==> config.mk <==
export PLATFORM = sky130hd
export DESIGN_NAME = layer_header_fetch
export DESIGN_NICKNAME = d
export VERILOG_FILES = /design/src/rtl/layer_hdr_pkg.sv /design/src/rtl/layer_header_fetch.sv
export SDC_FILE = /design/constraint.sdc
export NUM_CORES = 1
export LEC_CHECK = 0
export ABC_CLOCK_PERIOD_IN_PS = 3450
export BUFFER_PORTS_ARGS = -buffer_cell sky130_fd_sc_hd__buf_2
export CORE_MARGIN = 2
export CORE_UTILIZATION = 30
export DETAILED_ROUTE_END_ITERATION = 6
export PLACE_DENSITY = 0.65
export SYNTH_ARGS = -nofsm -noshare
export SYNTH_HDL_FRONTEND = slang
export SYNTH_SLANG_ARGS = --single-unit
==> constraint.sdc <==
create_clock -name clk -period 3.45 [get_ports clk]
set_input_delay 0.69 -clock clk [delete_from_list [all_inputs] [get_ports clk]]
set_output_delay 0.69 -clock clk [all_outputs]
set_load 0.01 [all_outputs]
==> src/rtl/layer_hdr_pkg.sv <==
// Shared constants, FSM encoding and header helpers for the layer header
// memories and their read-side sequencer.
package layer_hdr_pkg;

    localparam int unsigned NUM_LAYERS = 32;
    localparam int unsigned ADDR_W     = 5;
    localparam int unsigned NUM_REGS   = 8;
    localparam int unsigned DATA_W     = 16;
    localparam int unsigned EN_REG     = 0;
    localparam int unsigned EN_BIT     = 15;
    localparam int unsigned HDR_W      = NUM_REGS * DATA_W;

    typedef enum logic [1:0] {
        IDLE    = 2'd0,
        SCAN    = 2'd1,
        PRESENT = 2'd2
    } fetch_state_e;

    function automatic logic [DATA_W-1:0] hdr_slice(input logic [HDR_W-1:0] hdr,
                                                    input int unsigned      r);
        return hdr[r*DATA_W +: DATA_W];
    endfunction

    function automatic logic hdr_enabled(input logic [HDR_W-1:0] hdr);
        logic [DATA_W-1:0] en_reg;
        en_reg = hdr_slice(hdr, EN_REG);
        return en_reg[EN_BIT];
    endfunction

endpackage

==> src/rtl/layer_header_fetch.sv <==
// Per-frame layer walker: broadcasts a read address to the header memories,
// skips disabled layers and hands each enabled header out over valid/ready.
module layer_header_fetch
    import layer_hdr_pkg::*;
(
    input  logic              clk,
    input  logic              reset,
    input  logic              frame_start,
    output logic [ADDR_W-1:0] rd_addr,
    input  logic [HDR_W-1:0]  rd_data,
    output logic              hdr_valid,
    input  logic              hdr_ready,
    output logic [ADDR_W-1:0] hdr_layer,
    output logic [HDR_W-1:0]  hdr_data,
    output logic              busy,
    output logic              frame_done
);

    localparam logic [ADDR_W-1:0] LAST_LAYER = ADDR_W'(NUM_LAYERS - 1);

    fetch_state_e      state_q, state_d;
    logic [ADDR_W-1:0] layer_idx_q, layer_idx_d;
    logic [ADDR_W-1:0] hdr_layer_q, hdr_layer_d;
    logic [HDR_W-1:0]  hdr_data_q, hdr_data_d;
    logic              hdr_valid_q, hdr_valid_d;
    logic              frame_done_q, frame_done_d;
    logic              last_w;

    assign last_w = (layer_idx_q == LAST_LAYER);

    always_ff @(posedge clk or negedge reset) begin
        if (!reset) begin
            state_q      <= IDLE;
            layer_idx_q  <= '0;
            hdr_layer_q  <= '0;
            hdr_data_q   <= '0;
            hdr_valid_q  <= 1'b0;
            frame_done_q <= 1'b0;
        end else begin
            state_q      <= state_d;
            layer_idx_q  <= layer_idx_d;
            hdr_layer_q  <= hdr_layer_d;
            hdr_data_q   <= hdr_data_d;
            hdr_valid_q  <= hdr_valid_d;
            frame_done_q <= frame_done_d;
        end
    end

    // frame_start overrides everything, including a same-cycle handshake.
    always_comb begin
        state_d      = state_q;
        layer_idx_d  = layer_idx_q;
        hdr_layer_d  = hdr_layer_q;
        hdr_data_d   = hdr_data_q;
        hdr_valid_d  = hdr_valid_q;
        frame_done_d = 1'b0;
        if (frame_start) begin
            state_d     = SCAN;
            layer_idx_d = '0;
            hdr_valid_d = 1'b0;
        end else begin
            unique case (state_q)
                IDLE: ;
                SCAN: begin
                    if (hdr_enabled(rd_data)) begin
                        hdr_data_d  = rd_data;
                        hdr_layer_d = layer_idx_q;
                        hdr_valid_d = 1'b1;
                        state_d     = PRESENT;
                    end else if (last_w) begin
                        frame_done_d = 1'b1;
                        state_d      = IDLE;
                    end else begin
                        layer_idx_d = layer_idx_q + ADDR_W'(1);
                    end
                end
                PRESENT: begin
                    if (hdr_valid_q && hdr_ready) begin
                        hdr_valid_d = 1'b0;
                        if (last_w) begin
                            frame_done_d = 1'b1;
                            state_d      = IDLE;
                        end else begin
                            layer_idx_d = layer_idx_q + ADDR_W'(1);
                            state_d     = SCAN;
                        end
                    end
                end
                default: state_d = IDLE;
            endcase
        end
    end

    always_comb begin
        rd_addr    = layer_idx_q;
        hdr_valid  = hdr_valid_q;
        hdr_layer  = hdr_layer_q;
        hdr_data   = hdr_data_q;
        frame_done = frame_done_q;
        busy       = (state_q != IDLE);
    end

endmodule
======== Word-level counts from Yosys, hierarchy flattened ========
Index checks and enable logic that the tools add are counted.
cells by class
  div/mod/pow operators ................... 0
  order comparisons ....................... 0
  shift-type cells ........................ 0
  $mul .................................... 0
  reductions and logical operators ........ 8
  bitwise logic cells ..................... 1
  eq/ne operators ......................... 8
  $add $sub $neg .......................... 1
  muxes and demuxes ....................... 20
operators by type and width
  operator                                                               count
  5-bit 2-to-1 mux                                                       4
  3-bit AND reduction                                                    4
  5-bit one-hot mux with 2 select lines                                  1
  3-bit != test, second input constant                                   3
  1-bit 2-to-1 mux                                                       8
  2-bit 2-to-1 mux                                                       4
  2-bit one-hot mux with 3 select lines                                  1
  5-bit by 1-bit adder with 5-bit output, second input constant          1
  5-bit equality test, second input constant                             1
  4-bit != test, second input constant                                   1
  1-bit one-hot mux with 2 select lines                                  2
  3-bit nonzero test                                                     1
  2-bit by 1-bit equality test with 1-bit output, second input constant  1
  2-bit equality test, second input constant                             1
  2-bit zero test                                                        1
  2-bit != test, second input constant                                   1
  2-bit nonzero test                                                     1
  1-bit logical AND                                                      1
  1-bit NOT                                                              1
word-level totals
  word-level logic and storage cells ...... 44
  bits in latches ......................... 0
  bits in registers ....................... 142
  output and inout bits ................... 141
  bits of input ports ..................... 132
  memories kept ........................... 0
  memory bits (read-only) ................. 0
  RAM bits ................................ 0

======== Depth between registers and ports, before layout ========
Gate-level depths: netlist of run 1.
  depth after elaboration ................. 5
  mapped depth ............................ 8
  depth with buffers taken out ............ 6

======== Least setup slack after synthesis of run 1 ========
OpenSTA, ideal clock, no wires.
  path kind ............................... reg-to-reg
  start point ............................. register layer_idx_q[0], in the netlist rd_addr[0]
  end point ............................... register layer_idx_q[2], in the netlist rd_addr[2]
  library setup time ...................... 125 ps
  setup slack ............................. 1536 ps
  stages on the path, launching flop included .. 7
  required time ........................... 3325 ps
  data arrival time ....................... 1789 ps
  cell sequence ........................... dfrtp_1 > ha_1 > and3_1 > ha_1 > o21bai_1 > nor4b_1 > mux2_2
on the way
  longest elaborated chain between the ends .. 5
  elaborated cells on any way between the ends .. 7
  those cells by class .................... add/sub (1); eq/ne (1); mux (5)
RTL lines
  element                                                                               line                                                                          source
  start, declared                                                                       layer_header_fetch.sv:22                                                      logic [ADDR_W-1:0] layer_idx_q, layer_idx_d;
  start signal, assigned                                                                layer_header_fetch.sv:41                                                      layer_idx_q <= layer_idx_d;
  5-bit by 1-bit adder with 5-bit output / 5-bit equality test (equally long branches)  layer_header_fetch.sv:74, layer_header_fetch.sv:84, layer_header_fetch.sv:29
  5-bit 2-to-1 mux *                                                                    layer_header_fetch.sv:70, layer_header_fetch.sv:80
  5-bit 2-to-1 mux (on tied branches)                                                   layer_header_fetch.sv:78, layer_header_fetch.sv:65
  5-bit one-hot mux with 2 select lines *                                               layer_header_fetch.sv:62                                                      unique case (state_q)
  5-bit 2-to-1 mux *                                                                    layer_header_fetch.sv:57                                                      if (frame_start) begin
Every way passes the cells marked *; elsewhere a longest branch is shown, timed or not. The select of a mux whose other input is x is not followed.
A chain may end at the register's enable or synchronous reset.

======== Final worst setup path of run 1 ========
  start point ............................. register state_q[1]
  end point ............................... register hdr_data_q[44], in the netlist hdr_data[44]
on the way
  longest elaborated chain between the ends .. 2
RTL lines
  element                                         line                      source
  start, declared                                 layer_header_fetch.sv:21  fetch_state_e state_q, state_d;
  start signal, assigned                          layer_header_fetch.sv:40  state_q <= state_d;
  2-bit by 1-bit equality test with 1-bit output  layer_header_fetch.sv:62
  3-bit AND reduction (no source line)            -
  end signal, assigned                            layer_header_fetch.sv:43  hdr_data_q <= hdr_data_d;
  end, declared                                   layer_header_fetch.sv:24  logic [HDR_W-1:0] hdr_data_q, hdr_data_d;
Every way passes these cells.

==> results of run 1 <==
==> state kept, by name, indices dropped and copies added (netlist names) <==
register,flops
hdr_valid,1
hdr_layer,5
state_q,2
hdr_data,128
frame_done,1
rd_addr,5
==> worst min-delay path by stage <==
| stage | slack [ns] | endpoint | cells past startpoint |
|---|---|---|---|
| floorplan | 0.39 | frame_done | 0 |
| global placement | 0.45 | hdr_data[15] | 1 |
| detailed placement | 0.45 | hdr_data[15] | 1 |
| CTS | 0.21 | frame_done | 1 |
| global route | 0.22 | hdr_valid | 1 |
| finish | 0.20 | frame_done | 1 |
==> kinds of logic after synthesis <==
| family | synth area share (%) |
|---|---|
| simple gates | 2.532 |
| flops | 61.45 |
| buf+inv | 2.618 |
| compound gates | 1.211 |
| mux | 31.11 |
| fa+ha+maj | 1.082 |
==> cell type report <==
| cell class | instances | area (um2) |
|---|---|---|
| clock buffer | 19 | 432.9 |
| clock inverter | 12 | 146.4 |
| fill | 1751 | 10810 |
| inverter | 5 | 18.77 |
| multi-input combinational | 176 | 2087 |
| sequential | 142 | 3553 |
| tap | 260 | 325.3 |
| timing repair buffer | 279 | 1458 |
==> placed cells by master, fill, tap and decap left out, types with 2 or more instances in the layout <==
cell type,count
buf_12,3
buf_2,271
buf_4,4
bufinv_16,3
clkbuf_1,2
clkbuf_16,17
clkinv_2,5
clkinvlp_4,3
dfrtp_1,142
ha_1,5
inv_1,4
mux2_2,66
mux2_4,69
mux2i_1,2
nand2_1,5
nand2b_1,2
nor2_1,3
nor2b_1,4
nor3_1,2
o21bai_1,2
==> report_power, final <==
group	switching, W	internal (W)
sequential	0.000252	0.00215
combinational	0.000734	0.000946
clock	0.000693	0.00113
total	0.00168	0.00423
==> per-layer routing <==
metal	part of all wire, %	vias to the layer above	global-route usage, %
met5	0.11	-	0
met4	1.6	2	5.680
met3	8.2	19	5.064
met2	50	171	21.74
met1	40	1847	15.03
li1	-	1758	-
==> through the flow <==
stage | setup slack, ns | instances
final | 1.264 | 893
after global routing | 1.106 | 893
after CTS | 1.247 | 893
after detailed placement | 1.095 | 862
after global placement | 1.144 | 862
after floorplan | 1.536 | 339
==> critical path, stage by stage (launching register included) <==
cell,delay (ns)
dfrtp_1,0.39
inv_1,0.08
ha_1,0.19
and2_1,0.37
nand2_8,0.36
buf_12,0.32
mux2_4,0.31
==> impl_metrics.tcl, run 1 <==
set metrics [dict create \
    rsz0062_at_grt "false" \
    hold_buffers 0 \
    synth_common_cells "dfrtp_1 (142), mux2_4 (69), mux2_2 (66)" \
    hpwl_um 9598 \
    power_w 0.005905 \
    place_area_um2 7442 \
    synthFlopType "dfrtp_1" \
    synth_top_cell_area_share_pct 61.45 \
    antenna_found_initial 1 \
    routed_via_density 4.252 \
    grt.overflow.total 0 \
    dieArea_um2 20400 \
    slew_violations 0 \
    status "completed" \
    final.min_clock_period_ns 2.186 \
    synth_cells 339 \
    first_pass_iters 4 \
    cp-start-kind "flip-flop" \
    rows 50 \
    synth_area_leaders "dfrtp_1 (61%), mux2_4 (18%), mux2_2 (13%)" \
    drtAntennaViolNets 0 \
    r2r_end "hdr_data[44]" \
    critPathMaxFanout 55 \
    synth_top_area_cell "dfrtp_1" \
    ys.warnings.count 0 \
    fin_area_um2 8021 \
    vias 3797 \
    startpoint "state_q[1]" \
    synthDistinctLibCells 32 \
    synthMostInstantiatedCell "dfrtp_1" \
    htreeDepth 4 \
    drive_gt1_share_pct 70.62 \
    peakVddDrop_mv 0.3215 \
    cts.clk_slew.worst_paths_ns 0.06 \
    clockRootBuffer "clkbuf_16" \
    maxSlewHeadroom_pct 65.32 \
    setup_violations 0 \
    port_buffers 272 \
    avgSynthCellArea_um2 17.06 \
    ys_seq_elements 142 \
    tritoncts "built" \
    required_ns 3.75 \
    finalCritPeriodShare_pct 63.35 \
    post_cts_resized 0 \
    fp.dieH_um 142.8 \
    fp.dieW_um 142.8 \
    drt-total-wl_um 13160 \
    core_um2 18830 \
    area_delta_synth_final_pct 38.71 \
    worst_slew_pin_slew_ns 0.5201 \
    worstSetupEndpoint "hdr_data[44]" \
    antenna_cells 0 \
    initial_core_util_pct 30.71 \
    setup.worst_path.class "flip-flop to flip-flop" \
    ff2ff_setup_slack_ns 1.26 \
    synth_edf_count 0 \
    drc 0 \
    p_leak_nw 4.178 \
    io_pins 273 \
    yosysSeqAreaShare_pct 61.45 \
    layout.nets 758 \
    power.density_nw_per_um2 736.2 \
    grt_pass1_vias 4026 \
    drtIter0Drc 100 \
    wl_per_cell_um 14.73 \
    finClkSkew_ns 0.01254 \
    min_path_type "input pin to asynchronous set/reset pin" \
    r2r_start "state_q[1]" \
    drv_cap 0 \
    worstSkewPairLatency_ns 0.41 \
    ff2ff_path_depth 6 \
    setup_tns_ns 0 \
    grt_pass1_wl_um 20490 \
    gp_routability_congestion 0.7890 \
    crit_path_end_kind "flip-flop" \
    clock_path_buffers 2 \
    fin_util_pct 42.60 \
    synthArstFlopShare_pct 100.0 \
    crit_arrival_ns 2.49 \
    synth_nets 476 \
    hold_viol 0 \
    grt.total_usage_pct 13.08 \
    cts_buffers 17 \
    synth_area_um2 5783 \
    fmax_mhz 457.6 \
    cts_setup_buffers 0 \
    clock-sinks 142 \
    grt_start_max_net_pins 65 \
    fin_hold_ws_ns 0.1963 \
]
(Power assumes the default switching activity.)
==> inputs of run 2 (changes only) <==
--- a/config.mk
+++ b/config.mk
@@ -5,12 +5,12 @@
 export SDC_FILE = /design/constraint.sdc
 export NUM_CORES = 1
 export LEC_CHECK = 0
-export ABC_CLOCK_PERIOD_IN_PS = 3450
+export ABC_CLOCK_PERIOD_IN_PS = 1810
 export BUFFER_PORTS_ARGS = -buffer_cell sky130_fd_sc_hd__buf_2
 export CORE_MARGIN = 2
 export CORE_UTILIZATION = 30
 export DETAILED_ROUTE_END_ITERATION = 6
-export PLACE_DENSITY = 0.65
+export PLACE_DENSITY = 0.67
 export SYNTH_ARGS = -nofsm -noshare
 export SYNTH_HDL_FRONTEND = slang
 export SYNTH_SLANG_ARGS = --single-unit
==> constraint.sdc (replaced) <==
create_clock -name clk -period 1.81 [get_ports clk]
set_input_delay 0.362 -clock clk [delete_from_list [all_inputs] [get_ports clk]]
set_output_delay 0.362 -clock clk [all_outputs]
set_load 0.01 [all_outputs]
==> run 2 against run 1 <==
  * Maximum frequency increased by 22%
  * Clock skew is 0.0031 ns lower
  * Critical endpoint is now rd_addr[2]
  * Hold slack got worse by 0.023 ns
  * Global-route usage up 0.066 points
  * Highest routed layer is now met4
  * Critical path depth stayed put
  * Combinational power is 99% higher
==> impl_metrics.tcl, run 2 (same netlist as run 1, synthesis figures left out) <==
set metrics [dict create \
    met3_usage_pct 4.192 \
    final.min_clock_period_ns 1.790 \
    final_common_cell "buf_2" \
    io_pins 273 \
    setup_violations 0 \
    dieArea_um2 20400 \
    grt_util_met2_pct 21.53 \
    port_buffers 272 \
    drive_gt1_share_pct 73.06 \
    status "completed" \
    fill_cells 1712 \
    instances_no_fill 917 \
    power_w 0.01155 \
    required_ns 2.10 \
    worst_slew_pin_slew_ns 0.4709 \
    antenna_cells 0 \
    peakVddDrop_mv 0.6002 \
    tritoncts "built" \
    min_path_type "input pin to flip-flop" \
    largest_reg_flops 128 \
    core_um2 18830 \
    htreeDepth 4 \
    fp.dieH_um 142.8 \
    finClkSkew_ns 0.009486 \
    fin_hold_ws_ns 0.1737 \
    grt.overflow.total 0 \
    mostFrequentLayoutCells "buf_2 (271), dfrtp_1 (141), mux2_4 (70)" \
    finalCritPeriodShare_pct 98.91 \
    setup.worst_path.class "flip-flop to flip-flop" \
    drv_cap 0 \
    hold_viol 0 \
    worstSkewPairLatency_ns 0.41 \
    grt_most_used_layer "met2" \
    area_delta_synth_final_pct 44.20 \
    gp_routability_congestion 0.7729 \
    grt_util_met1_pct 16.36 \
    grt_pass1_vias 3968 \
    register_area_um2 3555 \
    fp.dieW_um 142.8 \
    p_leak_nw 4.324 \
    drc 0 \
    multi_input_area_um2 2165 \
    vias 3874 \
    wl_per_cell_um 14.61 \
    power.density_nw_per_um2 1385 \
    fin_area_um2 8339 \
    grt.total_usage_pct 13.14 \
    cp-start-kind "flip-flop" \
    layout.nets 782 \
    critPathMaxFanout 3 \
    initial_core_util_pct 30.71 \
    rsz0062_at_grt "true" \
    slew_violations 0 \
    crit_path_end_kind "flip-flop" \
    cts.clk_slew.worst_paths_ns 0.06 \
    dp.cells 882 \
    cts_buffers 17 \
    drtIter0Drc 121 \
    clockRootBuffer "clkbuf_16" \
    hpwl_um 9876 \
    clock_path_buffers 2 \
    crit_arrival_ns 2.08 \
    drt-total-wl_um 13400 \
    maxSlewHeadroom_pct 68.43 \
    fmax_mhz 558.6 \
    clock-sinks 142 \
    grt_pass1_wl_um 20600 \
    place_area_um2 7629 \
    routed_via_density 4.225 \
    first_pass_iters 4 \
    rows 50 \
    drtAntennaViolNets 0 \
    antenna_found_initial 0 \
    grt_start_max_net_pins 49 \
]
==> run 2: cell types whose count changed in the layout (fill, tap and decap cells not counted), moves of 2 or more <==
cell      change
buf_4        +19
buf_6         +3
clkinv_2      -3
inv_6         +3
clkbuf_1      -2
clkbuf_8      +2
ha_1          -2
ha_4          +2
==> run 2: critical path, cell delays in order (launching register included) <==
cell and delay, ns:
dfrtp_2 0.42, ha_4 0.16, and3_4 0.15, ha_4 0.15, o21bai_4 0.19, nor4b_2 0.25
mux2_2 0.36
==> run 2: what timing repair did <==
item	in CTS	in global routing
hold buffers	1	0
pin swaps	3	2
endpoints found under the hold margin	32	0
setup endpoints to repair	4	26
gates resized for setup	6	5
setup buffers	0	3
==> run 2: final cells by class <==
class	count	share of cell area [%]
Tap cell	260	3.901
Clock inverter	12	1.905
Inverter	5	0.2251
Sequential cell	142	42.63
Clock buffer	19	5.431
Timing Repair Buffer	303	19.96
Multi-Input combinational cell	176	25.96
==> run 2: routing by layer <==
layer  up-vias  wire, um
met5         -         0
met4         0       186
met3        12       738
met2       139      6701
met1      1922      5773
li1       1801         -
==> run 2: where the power goes <==
group          total (W)  switching, W  internal (W)
clock network    0.00364       0.00139       0.00225
logic            0.00334       0.00144       0.00190
registers        0.00457      0.000466       0.00411
==> run 2: through the flow <==
step	utilization (%)	TNS [ns]	setup slack, ns
final	44.29	0	0.01970
after CTS	44.00	-0.01468	-0.01371
after global routing	44.29	-0.1227	-0.05545
after detailed placement	40.51	-0.07236	-0.03167
after global placement	40.51	-0.003381	-0.003229
after floorplan	-	-0.03950	-0.03105
==> run 2: path summary, 6_finish.rpt <==
kind	start	endpoint	slack, ns	cells after the start
max in group asynchronous	reset	hdr_data[22]	0.82	3
setup reg to reg	rd_addr[0]	rd_addr[2]	0.02	6
hold / removal	rd_data[41]	hdr_data[41]	0.17	2
hold reg to reg	hdr_data[15]	hdr_data[15]	0.47	1
setup / recovery	rd_addr[0]	rd_addr[2]	0.02	6
min in group asynchronous	reset	hdr_data[29]	0.41	2
